$ cat src/rtl/vm_sequencer.sv
// Tiny memory-to-memory sequencer: fetches 32-bit words from a 16-word memory and runs NOP/HALT/MV/JMP.
// Define VM_SEQ_ADD_EN to add opcode 0x0A (ADD) and its RD_DST state; otherwise 0x0A is illegal.
module vm_sequencer (
    input  logic        clk,
    input  logic        rst,
    input  logic        start,
    output logic [15:0] mem_addr,
    output logic        mem_rw,
    output logic [31:0] mem_wdata,
    input  logic [31:0] mem_rdata,
    output logic [3:0]  pc,
    output logic        busy,
    output logic        halted,
    output logic        err
);

    localparam logic [7:0] OP_NOP  = 8'h00;
    localparam logic [7:0] OP_HALT = 8'h01;
    localparam logic [7:0] OP_MV   = 8'h09;
    localparam logic [7:0] OP_JMP  = 8'h0C;
`ifdef VM_SEQ_ADD_EN
    localparam logic [7:0] OP_ADD  = 8'h0A;
`endif

    typedef enum logic [2:0] {
        S_IDLE, S_FETCH, S_DECODE, S_RD_SRC, S_RD_DST, S_WRITE, S_HALT
    } state_t;

    state_t      state;
    logic [31:0] ir;
    logic [31:0] op_a;
`ifdef VM_SEQ_ADD_EN
    logic [31:0] op_b;
`endif
    logic        armed;
    logic [7:0]  opcode, src, dst;
    logic [7:0]  unused_ir_hi;
    logic        src_ok, dst_ok;
    logic [3:0]  pc_inc;
    logic [31:0] result;

    assign opcode       = ir[7:0];
    assign src          = ir[15:8];
    assign dst          = ir[23:16];
    assign unused_ir_hi = ir[31:24];
    assign src_ok       = (src[7:4] == 4'd0);
    assign dst_ok       = (dst[7:4] == 4'd0);
    assign pc_inc       = pc + 4'd1;

`ifdef VM_SEQ_ADD_EN
    assign result = (opcode == OP_ADD) ? op_a + op_b : op_a;
`else
    assign result = op_a;
`endif

    // Memory bus is a pure decode of the state register, so an async reset drops mem_rw with no edge.
    always_comb begin
        // NOTE: every output gets a default first so no path through the case infers a latch.
        mem_addr  = '0;
        mem_rw    = 1'b0;
        mem_wdata = '0;
        case (state)
            S_FETCH, S_DECODE: mem_addr = {12'd0, pc};
            S_RD_SRC:          mem_addr = {8'd0, src};
            S_RD_DST:          mem_addr = {8'd0, dst};
            S_WRITE: begin
                mem_addr  = {8'd0, dst};
                mem_rw    = 1'b1;
                mem_wdata = result;
            end
            default: ;
        endcase
    end

    // NOTE: state registers use non-blocking assignments so every flop samples pre-edge values.
    always_ff @(posedge clk or negedge rst) begin
        if (!rst) begin
            state  <= S_IDLE;
            pc     <= '0;
            ir     <= '0;
            op_a   <= '0;
`ifdef VM_SEQ_ADD_EN
            op_b   <= '0;
`endif
            err    <= 1'b0;
            busy   <= 1'b0;
            halted <= 1'b0;
            armed  <= 1'b0;
        end else begin
            // armed keeps start from being honoured on the first edge after reset release
            armed <= 1'b1;
            case (state)
                S_IDLE, S_HALT: begin
                    if (start && armed) begin
                        state  <= S_FETCH;
                        pc     <= '0;
                        err    <= 1'b0;
                        busy   <= 1'b1;
                        halted <= 1'b0;
                    end
                end
                S_FETCH: begin
                    ir    <= mem_rdata;
                    state <= S_DECODE;
                end
                S_DECODE: begin
                    case (opcode)
                        OP_NOP: begin
                            pc    <= pc_inc;
                            state <= S_FETCH;
                        end
                        OP_HALT: begin
                            state  <= S_HALT;
                            busy   <= 1'b0;
                            halted <= 1'b1;
                        end
                        OP_JMP: begin
                            state <= S_FETCH;
                            if (src_ok) begin
                                pc <= src[3:0];
                            end else begin
                                pc  <= pc_inc;
                                err <= 1'b1;
                            end
                        end
`ifdef VM_SEQ_ADD_EN
                        OP_MV, OP_ADD: begin
`else
                        OP_MV: begin
`endif
                            if (src_ok && dst_ok) begin
                                state <= S_RD_SRC;
                            end else begin
                                pc    <= pc_inc;
                                err   <= 1'b1;
                                state <= S_FETCH;
                            end
                        end
                        default: begin
                            pc    <= pc_inc;
                            err   <= 1'b1;
                            state <= S_FETCH;
                        end
                    endcase
                end
                S_RD_SRC: begin
                    op_a <= mem_rdata;
`ifdef VM_SEQ_ADD_EN
                    state <= (opcode == OP_ADD) ? S_RD_DST : S_WRITE;
`else
                    state <= S_WRITE;
`endif
                end
`ifdef VM_SEQ_ADD_EN
                S_RD_DST: begin
                    op_b  <= mem_rdata;
                    state <= S_WRITE;
                end
`endif
                S_WRITE: begin
                    pc    <= pc_inc;
                    state <= S_FETCH;
                end
                default: begin
                    state  <= S_IDLE;
                    busy   <= 1'b0;
                    halted <= 1'b0;
                end
            endcase
        end
    end

endmodule

$ cat config.mk
export PLATFORM = sky130hd
export DESIGN_NAME = vm_sequencer
export DESIGN_NICKNAME = d
export VERILOG_FILES = /design/src/rtl/vm_sequencer.sv
export SDC_FILE = /design/constraint.sdc
export NUM_CORES = 1
export LEC_CHECK = 0
export ABC_AREA = 1
export CAP_MARGIN = 20
export CORE_MARGIN = 4
export CORE_UTILIZATION = 52
export CTS_CLUSTER_DIAMETER = 50
export DETAILED_ROUTE_END_ITERATION = 10
export PLACE_DENSITY = 0.84
export SLEW_MARGIN = 20
export SYNTH_ARGS = -nofsm -noshare
export SYNTH_HDL_FRONTEND = slang
export SYNTH_SLANG_ARGS = --single-unit
export TNS_END_PERCENT = 100
$ cat constraint.sdc
create_clock -name clk -period 2.5 [get_ports clk]
set_clock_uncertainty 0.2 [all_clocks]
set_input_delay 0.5 -clock clk [delete_from_list [all_inputs] [get_ports clk]]
set_output_delay 0.5 -clock clk [all_outputs]
set_load 0.03 [all_outputs]
==> metrics.md, run 1 <==
| Metric | Value |
|---|---|
| Clock slew at reported path FFs | 0.07 ns |
| Initial antenna violation count | 0 |
| Final Max Tran Viols | 0 |
| Leak | 0.00227 uW |
| Delay-heaviest family, CP | buffers and inverters |
| Root Driver | clkbuf_8 |
| Crit path capture type | primary output |
| Critical path buffer and inverter count | 3 |
| Vias/cell | 4.97 |
| Flop pwr share | 0.410 |
| Num CTS Buffers | 9 |
| Fmax | 418 MHz |
| Share of the synthesized area in the top cell type | 0.509 |
| Maximum clock path buffer count | 2 |
| Hold-critical path depth | 2 |
| Worst path slowest cell | dfrtp_1 |
| Grt ovf | 0 |
| Sw frac | 0.435 |
| Chip Width | 87.6 microns |
| Cell Chain, Critical Path | inv_4, nand3_4, buf_12, nor2_1, buf_4 |
| NetSw | 2050 uW |
| Final hold vios | 0 |
| Hold_sp | halted$_DFFE_PN0P_ |
| DRC errors left | 0 |
| Crit path arrival time | 1.69 ns |
| Router iterations before antenna repair | 4 |
| Layout cells sized above 1 | 0.159 |
| Max Cap Viol | 0 |
| Required time worst endpoint | 1.80 ns |
| WL/cell | 12.6 microns |
| Clk_lat worst skew | 0.34 ns |
| Most frequent cells in the layout | nand2_1 (99), inv_1 (73), dfrtp_1 (66) |
| Total track usage | 0.206 |
| Placed instance area | 4060 sq um |
| Filler cells | 500 |
| Worst R2R Setup Slack | 0.86 ns |
| Wire length of the first global-routing pass | 12.5 mm |
| DRT iter0 DRCs | 188 |
| # setup viols final | 0 |
| Vias in the first global route | 2772 |
| Tightest Hold Check Type | reg -> reg |
| Antenna Diode Count | 0 |
| Status | completed |
| Placed wire-length estimate | 5.44 mm |
| Seq/Total Area, Yosys | 0.509 |
| R2r worst-path depth | 7 |
| Clk pwr share | 0.166 |
| Yosys reg bits | 67 |
| Die Area | 7680 sq um |
| Cell area after layout | 4260 sq um |
| Final period utilization | 0.956 |
| Critical path class | reg -> out |
| Core ar. | 6030 sq um |
| Nets | 547 |
| Initial Utilization | 0.547 |
| Area grow syn2layout | 29.2% |
| Largest cells by area after synthesis | dfrtp_1 (51%), nand2_1 (11%), inv_1 (8.3%) |
| Largest net degree at the start of global routing | 68 |
| Drt total wl | 7.43 mm |
| RePlAce Congestion | 0.896 |
| Yosys Warn Count | 0 |
| Worst setup startpoint | state[1]$_DFFE_PN0P_ |
| Power density over cell area | 1110 nW/um^2 |
| Placement row count | 28 |
| Commonest non-fill, non-tap cell in the layout | nand2_1 |
| Avg Inst Size Synth | 7.66 sq um |
| Slowest Stage Delay on Critical Path | 0.50 ns |
| Area leader, netlist | dfrtp_1 |
| FF-to-FF End | pc[2]$_DFFE_PN0P_ |
| RSZ-0062 raised after global routing | false |
| # IOs | 91 |
| Cell count after synthesis | 430 |
| Die H | 87.6 microns |
| Fin crit period | 2.39 ns |
| Final setup TNS | 0 ns |
| Post-DRT Antenna Nets | 0 |
| CTS tree | built |
| Int Power | 2660 uW |
| RR Startpoint | state[1]$_DFFE_PN0P_ |
| Worst vdd ir | 610 uV |
| Vias | 2935 |
| Hold endpoint | halted$_DFFE_PN0P_ |
| Port bufs | 82 |
| Yosys cell types | 28 |
| CP max FO | 19 |
| Syn Std Cell Area | 3300 sq um |
| Crit start category | flop |
| Combinational share of power | 0.424 |
| Htree depth | 3 |
| Clock sinks | 67 |
[layout make-up]
| type | instances | area [sq um] | area share |
|---|---|---|---|
| Sequential cell | 67 | 1680 | 0.394 |
| Multi-Input combinational cell | 266 | 1220 | 0.287 |
| Timing Repair Buffer | 88 | 798 | 0.187 |
| Inverter | 79 | 299 | 0.0702 |
| Clock buffer | 9 | 124 | 0.0291 |
| Tap cell | 75 | 93.8 | 0.0220 |
| Clock inverter | 7 | 43.8 | 0.0103 |
[cells in the mapped netlist]
cell type / count
buf_2: 4
a21oi_1: 9
nand2_2: 3
nand3_1: 17
o21ai_2: 1
a22oi_1: 1
o21ai_0: 51
ha_1: 1
o221ai_1: 2
nor2_4: 1
a41oi_1: 1
inv_2: 5
nand2_1: 99
or2_2: 1
o21ai_1: 1
nor2_2: 1
nand3b_1: 1
nor2_1: 53
nand4_1: 6
o22ai_1: 2
clkbuf_1: 10
conb_1: 2
dfrtp_1: 67
or2_1: 1
inv_1: 73
nand3_2: 5
buf_4: 11
inv_4: 1
[worst max path at each step]
stage	endpoint	cells after the start
floorplan	mem_addr[6]	4
global placement	mem_wdata[6]	5
detailed placement	mem_wdata[3]	5
CTS	mem_addr[7]	3
global route	mem_wdata[5]	5
finish	mem_wdata[3]	5
[power groups by stage]
stage               registers [uW]  clock network (uW)  logic, uW
global placement              1910                   0       1920
finish                        1930                 780       2000
floorplan                     1860                   0       1440
detailed placement            1930                   0       1990
CTS                           1920                 791       2010
global route                  1990                 834       2270
[kinds of logic after synthesis]
group	count (synthesis)	synth area share
other	2	0.00228
and+or+nand+nor	188	0.243
adders and majority gates	1	0.00380
DFF	67	0.509
AOI/OAI and AO/OA	68	0.109
buffers and inverters	104	0.133
[registers in the layout, summed over array words and instances (netlist names)]
| register | flops |
|---|---|
| op_a | 32 |
| ir | 24 |
| pc | 4 |
| state | 3 |
| armed | 1 |
| busy | 1 |
| err | 1 |
| halted | 1 |
[metrics by stage]
step | std cells | total power, uW | worst slack (ns) | hold WS [ns] | utilization
floorplan | 437 | 3300 | 0.255 | 0.00441 | -
global placement | 574 | 3830 | 0.350 | 0.257 | 0.674
detailed placement | 574 | 3920 | 0.322 | 0.261 | 0.674
CTS | 591 | 4720 | 0.0124 | 0.279 | 0.705
global route | 591 | 5090 | 0.00879 | 0.309 | 0.707
finish | 591 | 4710 | 0.110 | 0.271 | 0.707
[metal layers]
metal,track usage,share of wire,vias up
met5,0,0,-
met1,0.284,0.45,1355
met3,0.0339,0.057,14
li1,-,-,1463
met2,0.329,0.48,103
met4,0.0753,0.015,0
[worst reg2reg max path: stages, from the launching register on]
cell and delay [ns]:
dfrtp_1 0.54, inv_4 0.09, nand2_2 0.12, inv_2 0.09, o21ai_2 0.14, nand4_1 0.20
nand2_1 0.11, nand2_1 0.05
[repair_timing]
| action | 4_1_cts | 5_1_grt |
|---|---|---|
| setup endpoints to repair | 19 | 6 |
| gates resized for setup | 1 | 3 |
| hold buffers | 1 | 0 |
| endpoints found under the hold margin | 67 | 0 |
| setup buffers | 0 | 0 |
Note: power is estimated with default switching activity, not from simulation.
==> run 2: changes to the inputs <==
--- a/config.mk
+++ b/config.mk
@@ -12,6 +12,7 @@
 export CTS_CLUSTER_DIAMETER = 50
 export DETAILED_ROUTE_END_ITERATION = 10
 export PLACE_DENSITY = 0.84
+export SKIP_LAST_GASP = 1
 export SLEW_MARGIN = 20
 export SYNTH_ARGS = -nofsm -noshare
 export SYNTH_HDL_FRONTEND = slang
==> results of run 2 <==
Same layout as run 1: the final DEF is identical, and so are final timing and power.
